**config.mk**
```make
export PLATFORM = sky130hd
export DESIGN_NAME = staging_writeback
export DESIGN_NICKNAME = d
export VERILOG_FILES = /design/src/rtl/staging_writeback.sv
export SDC_FILE = /design/constraint.sdc
export NUM_CORES = 1
export LEC_CHECK = 0
export ABC_AREA = 1
export BUFFER_PORTS_ARGS = -buffer_cell sky130_fd_sc_hd__buf_2
export CAP_MARGIN = 10
export CORE_MARGIN = 3
export CORE_UTILIZATION = 54
export CTS_BUF_LIST = sky130_fd_sc_hd__clkbuf_16
export CTS_CLUSTER_DIAMETER = 40
export DETAILED_ROUTE_END_ITERATION = 10
export GPL_ROUTABILITY_DRIVEN = 0
export PLACE_DENSITY = 0.78
export REMOVE_ABC_BUFFERS = 1
export SETUP_SLACK_MARGIN = 0.02
export SYNTH_ARGS = -nofsm -noshare
export SYNTH_HDL_FRONTEND = slang
export SYNTH_SLANG_ARGS = --single-unit
```
**constraint.sdc**
```tcl
create_clock -name clock -period 2.35 [get_ports clock]
set_clock_uncertainty 0.05 [all_clocks]
set_input_delay 0.1175 -clock clock [delete_from_list [all_inputs] [get_ports clock]]
set_output_delay 0.1175 -clock clock [all_outputs]
set_load 0.02 [all_outputs]
```
**src/rtl/staging_writeback.sv**
```systemverilog
// Two-entry skid buffer between the MEM-stage pipeline register and the
// register-file write port; the writeback datum is selected when a bundle is stored.
module staging_writeback #(
  parameter int DATA_W = 64,
  parameter int REG_W  = 5
) (
  input  logic              clock,
  input  logic              reset_n,
  input  logic              flush,
  input  logic              in_valid,
  output logic              in_ready,
  input  logic              in_regwrite,
  input  logic              in_memtoreg,
  input  logic [REG_W-1:0]  in_rd,
  input  logic [DATA_W-1:0] in_alu_result,
  input  logic [DATA_W-1:0] in_mem_data,
  output logic              out_valid,
  input  logic              out_ready,
  output logic              out_regwrite,
  output logic [REG_W-1:0]  out_rd,
  output logic [DATA_W-1:0] out_wdata,
  output logic [1:0]        count
);

  logic [1:0]        count_q;
  logic              head_rw, tail_rw;
  logic [REG_W-1:0]  head_rd, tail_rd;
  logic [DATA_W-1:0] head_wd, tail_wd;

  logic              push, pop;
  logic              new_rw;
  logic [DATA_W-1:0] new_wd;

  assign in_ready  = (count_q != 2'd2);
  assign out_valid = (count_q != 2'd0);
  assign push      = in_valid && in_ready;
  assign pop       = out_valid && out_ready;
  assign count     = count_q;

  // Register 0 is hard-wired, so its write enable is dropped at enqueue.
  assign new_rw = in_regwrite && (in_rd != '0);
  assign new_wd = in_memtoreg ? in_mem_data : in_alu_result;

  always_ff @(posedge clock or negedge reset_n) begin
    if (!reset_n) begin
      count_q <= 2'd0;
      head_rw <= 1'b0;
      head_rd <= '0;
      head_wd <= '0;
      tail_rw <= 1'b0;
      tail_rd <= '0;
      tail_wd <= '0;
    end else if (flush) begin
      count_q <= 2'd0;
      head_rw <= 1'b0;
      head_rd <= '0;
      head_wd <= '0;
      tail_rw <= 1'b0;
      tail_rd <= '0;
      tail_wd <= '0;
    end else begin
      case (count_q)
        2'd0: begin
          if (push) begin
            head_rw <= new_rw;
            head_rd <= in_rd;
            head_wd <= new_wd;
            count_q <= 2'd1;
          end
        end
        2'd1: begin
          if (push && pop) begin
            head_rw <= new_rw;
            head_rd <= in_rd;
            head_wd <= new_wd;
          end else if (push) begin
            tail_rw <= new_rw;
            tail_rd <= in_rd;
            tail_wd <= new_wd;
            count_q <= 2'd2;
          end else if (pop) begin
            head_rw <= 1'b0;
            head_rd <= '0;
            head_wd <= '0;
            count_q <= 2'd0;
          end
        end
        2'd2: begin
          if (pop) begin
            head_rw <= tail_rw;
            head_rd <= tail_rd;
            head_wd <= tail_wd;
            tail_rw <= 1'b0;
            tail_rd <= '0;
            tail_wd <= '0;
            count_q <= 2'd1;
          end
        end
        default: count_q <= 2'd0;
      endcase
    end
  end

  assign out_regwrite = out_valid ? head_rw : 1'b0;
  assign out_rd       = out_valid ? head_rd : '0;
  assign out_wdata    = out_valid ? head_wd : '0;

endmodule

```
Yosys cells after proc, flatten, opt, wreduce, memory -nomap -nowiden

Cells that the tools add are included.

Input bits: 140
Output and inout bits: 74
Logic and storage cells: 70
Register bits after elaboration: 142

Equality and inequality tests: 10
Muxes and demuxes: 41
Reduce and logical (&&, ||, !) cells: 12

Operators by type and width:

| cell               | number |
|---|---|
| $mux 64            | 10 |
| $pmux 64 s3        | 1 |
| $pmux 64 s2        | 1 |
| $mux 5             | 9 |
| $pmux 5 s3         | 1 |
| $mux 2             | 6 |
| $ne 3x3->1 const B | 4 |
| $ne 4x4->1 const B | 3 |
| $pmux 5 s2         | 1 |
| $mux 1             | 9 |
| $reduce_and 4->1   | 2 |
| $pmux 2 s3         | 1 |
| $reduce_and 5->1   | 1 |
| $reduce_bool 5->1  | 1 |
| $logic_and 1x1->1  | 4 |
| $reduce_bool 4->1  | 1 |
| $pmux 1 s3         | 1 |
| $reduce_bool 3->1  | 1 |
| $eq 2x1->1 const B | 1 |
| $eq 2x2->1 const B | 1 |
| $logic_not 2->1    | 1 |
| $ne 2x2->1 const B | 1 |
| $pmux 1 s2         | 1 |
| $reduce_bool 2->1  | 1 |

Depth between registers and ports, before layout

Gate-level depths: netlist of the first run.

Depth after elaboration: 7
Gate-level depth with buffers: 12

Worst setup path after synthesis of the first run

No wires, ideal clock.

Path type: flip-flop to flip-flop
Start: register count_q[0] (netlist: count[0])
End: register tail_wd[54]
Arrival: 1.703 ns
Buffers on the path: 2
Period minus slack after synthesis: 1.879 ns
Slack: 0.471 ns
Cell stages (with the launch flop): 11
Path through: dfrtp_1 inv_1 ha_1 inv_2 nand2_1 nand3_2 o21ai_4 buf_6 nor2_4 buf_2 o21ai_0

Word-level cells in the longest chain between the ends: 5
Elaborated cells between the ends (all ways): 14
Those cells by class: eq/ne (6); mux (2); reduce/logical (6)

RTL lines:

| what                                            | line   | RTL |
|---|---|---|
| start: declaration                              | 25     | `logic [1:0] count_q;` |
| start signal: assignment                        | 46     | `count_q <= 2'd0;` |
| start signal: assignment                        | 54     | `count_q <= 2'd0;` |
| start signal: assignment                        | 68     | `count_q <= 2'd1;` |
| $ne 2x2->1 or $reduce_bool 2->1 (tied branches) | 34, 35 |  |
| $logic_and 1x1->1 (on tied branches)            | 36, 37 |  |
| $logic_and 1x1->1                               | 72     | `if (push && pop) begin` |
| $ne 3x3->1 (no source line)                     | -      |  |
| $reduce_and 4->1 (no source line)               | -      |  |
| end signal: assignment                          | 79     | `tail_wd <= new_wd;` |
| end: declaration                                | 28     | `logic [DATA_W-1:0] head_wd, tail_wd;` |

Parallel ways exist; a longest one is shown, timed or not.
A chain may end at the register's enable or synchronous reset.

Final worst setup path of the first run

Start: register count_q[0] (netlist: count[0])
End: output out_rd[2]

Word-level cells in the longest chain between the ends: 2

RTL lines:

| what              | line | RTL |
|---|---|---|
| $reduce_bool 2->1 | 35   | `assign out_valid = (count_q != 2'd0);` |
| $mux 5            | 105  | `assign out_rd = out_valid ? head_rd : '0;` |
| end: declaration  | 20   | `output logic [REG_W-1:0] out_rd,` |

Every way passes these cells.

==> metrics.md, run 1 <==
| Metric | Value |
|---|---|
| Number of design-rule violations left by the first detailed-router iteration | `697` |
| Clock sink count | `142` |
| Wire length of the first global-routing pass | `38.4 mm` |
| Max-cap viol count | `0` |
| Commonest register cell after synthesis | `dfrtp_1` |
| Cell depth of the worst hold path | `5` |
| Number of buffers created by CTS | `17` |
| Diode insertion count for antenna repair | `0` |
| Worst min-delay path endpoint | `head_rd[2]` |
| Setup repair after global routing missed its margin | `false` |
| Top post-synthesis cells by area | `dfrtp_1 42%, nand2_1 30%, o21ai_0 8.6%` |
| Worst-case headroom to the max-slew limit | `45.5%` |
| Number of flops mapped to enable cells by yosys | `0` |
| Number of pins exceeding their max-slew limit in the final report | `0` |
| Endpoints failing hold | `0` |
| Worst flop-to-flop path endpoint | `head_wd[54]` |
| Worst Path Required | `2.18 ns` |
| Number of distinct standard cells referenced by the synthesized netlist | `21` |
| Number of primary I/O pins | `214` |
| Worst reg-to-reg path cell count | `11` |
| Avg Inst Size Synth | `6.19 µm²` |
| Initial Util | `55.6%` |
| Static leakage | `6.30 nW` |
| Post-route minimum period | `2.17 ns` |
| Non-filler instance count after layout | `1772` |
| Highest ir drop seen on vdd | `0.000898 V` |
| Post-layout instance area | `10400 µm²` |
| CTS HTree Levels | `4` |
| Detailed-router iteration count before antenna repair | `5` |
| CTS tree | `built` |
| Die height | `131 µm` |
| F_max | `462 MHz` |
| Post-route clock period utilization | `92.2%` |
| Worst-Skew Late Latency | `0.41 ns` |
| Transition time at the pin with the least slew margin | `0.818 ns` |
| Antenna violation net count after detailed routing | `0` |
| Worst setup slack for register-to-register paths | `0.23 ns` |
| Post-CTS clock slew at the launch and capture registers of the worst setup and hold paths | `0.06 ns` |
| Standard cell core area | `15300 µm²` |
| Cell at the root of the clock tree | `clkbuf_16` |
| Worst setup SP type | `flip-flop` |
| Clock tree buffer depth | `2` |
| Critical path class | `flip-flop to output port` |
| Async set or reset register ratio after synthesis | `100%` |
| Number of vias per cell | `4.86` |
| Half-perimeter wire length after placement | `14.2 mm` |
| Type of element capturing the critical path | `output port` |
| Pin count of the biggest net entering global routing | `73` |
| Aggregate global-route resource usage | `26.4%` |
| Number of design rule violations left after detail routing | `0` |
| Buffers on Ports | `213` |
| Share of post-route cells with drive strength above 1 | `17.9%` |
| Largest fanout on the critical path | `72` |
| Area growth, synth to finish | `22.7%` |
| Worst flop-to-flop path startpoint | `count[1]` |
| Layout net count | `1692` |
| Number of rows created at floorplan | `45` |
| Placement-stage cell area | `9710 µm²` |
| Power density over the cells | `1110 nW/µm²` |
| Leading cell types by count after synthesis | `673 x nand2_1, 153 x inv_1, 147 x nor2_1, 145 x o21ai_0, 142 x dfrtp_1` |
| DIE WIDTH | `131 µm` |
| Count of state elements after synthesis | `142` |
| # setup viols final | `0` |
| Remaining global-route overflow | `0` |
| Dominant cell type by area after synthesis | `dfrtp_1` |
| Vias | `8613` |
| Result of the run | `finished clean` |
| Most frequently used cell type in the post-synthesis netlist | `nand2_1` |
| Hold WC Path Type | `input pin to flip-flop` |
| Antenna violations before repair | `1` |
| Number of global-route vias before repair | `8238` |
| Yosys warning count | `0` |
| Post-DR wirelength/cell | `12.8 µm` |
| Inst Count DP | `1734` |
| Worst EP arrival | `2.00 ns` |
| Post-CTS setup buffer count | `0` |
| Cell count after synthesis | `1369` |
| Total Die Area | `17200 µm²` |
| Synthesized area | `8480 µm²` |
| Area share of the largest cell type after synthesis | `41.9%` |
| Fraction of the yosys area taken by sequential cells | `41.9%` |
| Routed WL | `22.6 mm` |
| Hold Crit Start | `in_rd[2]` |
## through the flow
| stage | utilization (%) | hold WS [ns] | worst slack (ns) | TNS, ns | power [mW] |
|---|---|---|---|---|---|
| finish | 68.2 | 0.0220 | 0.184 | 0 | 11.6 |
| global route | 68.2 | 0.0579 | 0.0291 | 0 | 12.4 |
| CTS | 68.2 | 0.0103 | 0.0955 | 0 | 11.6 |
| detailed placement | 63.6 | 0.0837 | 0.258 | 0 | 8.67 |
| global placement | 63.6 | 0.0874 | 0.381 | 0 | 8.53 |
| floorplan | - | -0.228 | -2.23 | -281.73 | 6.84 |
## cells in the final DEF, fill, tap and decap left out, drive strengths merged, types with 5 or more instances in the layout
cell type / n
nand3: 7
buf: 238
nand2: 675
clkinv: 8
dfrtp: 142
bufinv: 5
clkbuf: 18
nor2: 150
o21ai: 148
dlygate4sd3: 6
inv: 157
## power by group
group | total (mW) | internal (mW) | switching [mW] | leakage, nW
Clock | 2.87 | 1.86 | 1.01 | 0.302
Combinational | 4.81 | 1.47 | 3.34 | 4.11
Sequential | 3.89 | 3.40 | 0.495 | 1.88
Total | 11.6 | 6.73 | 4.85 | 6.30
## worst max path at each step
stage,from,end,slack (ns)
2_1_floorplan,count[0],head_rd[0],-2.23
3_3_place_gp,count[0],count[0],0.38
3_5_place_dp,count[0],count[0],0.26
4_1_cts,count[0],out_rd[2],0.1
5_1_grt,count[0],out_wdata[37],0.03
6_report,count[0],out_rd[2],0.18
## repair_timing
action | CTS | global route
resized for setup | 1 | 1
setup endpoints to repair | 70 | 2
endpoints found under the hold margin | 63 | 0
hold buffers | 6 | 0
## flip-flops by register name, summed over array words and instances (netlist names)
| register | count |
|---|---|
| head_wd | 64 |
| head_rw | 1 |
| tail_rd | 5 |
| count | 2 |
| tail_wd | 64 |
| tail_rw | 1 |
| head_rd | 5 |
## area by class of cell
type / instances / area [µm²]
Fill cell: 1391 / 4860
Clock inverter: 15 / 200
Multi-Input combinational cell: 985 / 3970
Sequential cell: 142 / 3550
Tap cell: 211 / 264
Timing Repair Buffer: 245 / 1400
Clock buffer: 17 / 425
Inverter: 157 / 589
## logic make-up after synthesis
group	share of synthesized area (%)
simple gates	37.3
buf+inv	11.4
compound gates	8.87
flops	41.9
fa+ha+maj	0.590
## critical path, cell delays in order (launching register included)
cell and delay, ns:
dfrtp_1 0.43, inv_1 0.14, ha_2 0.23, clkbuf_8 0.43, nor2_1 0.15, buf_2 0.19
## metal layers
metal  wire, µm  track usage (%)
met2      10600             45.3
met5         13                0
met1      10100             34.2
met4        382             7.29
met3       1440             5.36
Note: power is estimated with default switching activity, not from simulation.
==> run 2: changes to the inputs <==
--- a/config.mk
+++ b/config.mk
@@ -7,14 +7,14 @@
 export LEC_CHECK = 0
 export ABC_AREA = 1
 export BUFFER_PORTS_ARGS = -buffer_cell sky130_fd_sc_hd__buf_2
-export CAP_MARGIN = 10
+export CAP_MARGIN = 20
 export CORE_MARGIN = 3
-export CORE_UTILIZATION = 54
+export CORE_UTILIZATION = 29
 export CTS_BUF_LIST = sky130_fd_sc_hd__clkbuf_16
 export CTS_CLUSTER_DIAMETER = 40
 export DETAILED_ROUTE_END_ITERATION = 10
 export GPL_ROUTABILITY_DRIVEN = 0
-export PLACE_DENSITY = 0.78
+export PLACE_DENSITY = 0.46
 export REMOVE_ABC_BUFFERS = 1
 export SETUP_SLACK_MARGIN = 0.02
 export SYNTH_ARGS = -nofsm -noshare
==> run 2 against run 1 <==
Effect of this change:
- clock power shrank 9.1%
- cell area increased by 1.6%
- fmax about the same
- wire length rose by 14%
- flip-flop and latch count unchanged
- utilization decreased by 31 points
- critical path type unchanged
==> metrics.md, run 2 (synthesized netlist as in run 1, its figures left out) <==
| Metric | Value |
|---|---|
| Static leakage | `6.26 nW` |
| Clock sink count | `142` |
| Worst Setup Slack, final | `0.182 ns` |
| Setup repair after global routing missed its margin | `false` |
| Number of primary I/O pins | `214` |
| Worst setup SP type | `flip-flop` |
| DIE WIDTH | `177 µm` |
| Registers with the highest flip-flop counts | `head_wd (64), tail_wd (64)` |
| Antenna violations before repair | `0` |
| Worst slack after detailed placement | `0.0332 ns` |
| Clock tree buffer depth | `2` |
| Post-route clock period utilization | `92.2%` |
| Sum of negative setup slack | `0 ns` |
| CTS tree | `built` |
| Number of vias per cell | `4.35` |
| Highest ir drop seen on vdd | `0.000706 V` |
| Placement-stage cell area | `9930 µm²` |
| Number of pins exceeding their max-slew limit in the final report | `0` |
| Number of rows created at floorplan | `61` |
| Post-layout instance area | `10600 µm²` |
| Buffers and inverters on the worst path | `3` |
| F_max | `461 MHz` |
| Diode insertion count for antenna repair | `0` |
| Layout net count | `1691` |
| Aggregate global-route resource usage | `16.8%` |
| Post-DR wirelength/cell | `13.3 µm` |
| Critical Path Slowest Stage Cell | `buf_4` |
| Transition time at the pin with the least slew margin | `0.856 ns` |
| Number of global-route vias before repair | `8239` |
| Total Die Area | `31300 µm²` |
| Remaining global-route overflow | `0` |
| CTS HTree Levels | `4` |
| Half-perimeter wire length after placement | `16.2 mm` |
| Pin count of the biggest net entering global routing | `71` |
| End-of-flow core utilization | `37.3%` |
| Die height | `177 µm` |
| Post-route minimum period | `2.17 ns` |
| Largest fanout on the critical path | `49` |
| Endpoints failing hold | `0` |
| Area growth, synth to finish | `24.7%` |
| Worst-case headroom to the max-slew limit | `43.0%` |
| Top Family by Delay on Critical Path | `buffers and inverters` |
| Vias | `8419` |
| Buffers on Ports | `213` |
| Top library cells by usage in the layout, fill and taps aside | `672 x nand2_1, 210 x buf_2, 153 x inv_1` |
| # setup viols final | `0` |
| Number of design-rule violations left by the first detailed-router iteration | `355` |
| Max-cap viol count | `0` |
| Critical path class | `flip-flop to output port` |
| Post-CTS clock slew at the launch and capture registers of the worst setup and hold paths | `0.05 ns` |
| Standard cell core area | `28300 µm²` |
| Worst-Skew Late Latency | `0.41 ns` |
| Total power draw | `11.4 mW` |
| Number of design rule violations left after detail routing | `0` |
| Series of cell instances along the critical path | `inv_1, ha_4, buf_4, nor2_1, buf_2` |
| Power density over the cells | `1080 nW/µm²` |
| Worst EP arrival | `2.00 ns` |
| Result of the run | `finished clean` |
| Critical path's largest stage delay | `0.48 ns` |
| Hold WC Path Type | `input pin to flip-flop` |
| Antenna violation net count after detailed routing | `0` |
| Wire length of the first global-routing pass | `42.7 mm` |
| Worst Path Required | `2.18 ns` |
| Number of buffers created by CTS | `17` |
| Detailed-router iteration count before antenna repair | `4` |
| Routed WL | `25.7 mm` |
| Type of element capturing the critical path | `output port` |
| Share of post-route cells with drive strength above 1 | `17.8%` |
| Cell at the root of the clock tree | `clkbuf_16` |
| Initial Util | `29.9%` |
| Leading cell type in the layout, fill and taps excluded | `nand2_1` |
## run 2: cell types whose count changed in the layout (fill, tap and decap cells not counted), moves of 2 or more
cell,previous run,this run
buf_12,5,7
bufinv_16,5,2
buf_4,21,19
clkinv_2,4,2
## run 2: path summary, 6_finish.rpt
kind / from / end / slack, ns / cells after the start
max in group asynchronous: reset_n / count[1] / 1.35 / 3
min in group asynchronous: reset_n / head_wd[55] / 0.17 / 2
min reg2reg: head_wd[38] / head_wd[38] / 0.43 / 2
min: in_rd[0] / tail_rd[0] / 0.02 / 5
max: count[0] / out_rd[3] / 0.18 / 5
max reg2reg: count[0] / tail_wd[8] / 0.30 / 8
## run 2: what timing repair did
action	CTS	global route
hold endpoints to repair	52	0
gates resized for setup	0	3
hold buffers	6	0
setup buffers	0	2
setup endpoints to repair	0	72
## run 2: power breakdown
part	internal [mW]	switching [mW]
clock	1.54	1.07
sequential	3.40	0.478
combinational	1.52	3.42
total	6.45	4.97
## run 2: final cells by class
cell class	instances	area [µm²]
sequential	142	3550
clock inverter	13	125
fill	3182	17700
timing repair buffer	244	1420
tap	378	473
multi-input combinational	985	3990
inverter	157	589
clock buffer	17	425
## run 2: tightest hold or removal path: stages
cell     delay, ns
buf_2         0.13
nand2_1       0.06
nor2_1        0.03
nand2_1       0.05
nand2_1       0.05
## run 2: per-stage QoR
stage	hold WS (ns)	instances
after floorplan	-0.228	1284
after global placement	0.0422	1898
after detailed placement	0.0403	1898
after CTS	0.00300	1934
after global routing	0.0525	1936
final	0.0207	1936
## run 2: layer usage
metal | share of wire, % | vias to the layer above | global-route usage (%) | wire length [µm]
li1 | - | 4401 | - | -
met1 | 49 | 3834 | 22.3 | 12700
met2 | 45 | 158 | 28.5 | 11600
met3 | 4.2 | 26 | 2.68 | 1080
met4 | 1.4 | 0 | 4.62 | 367
met5 | 0 | - | 0 | 0
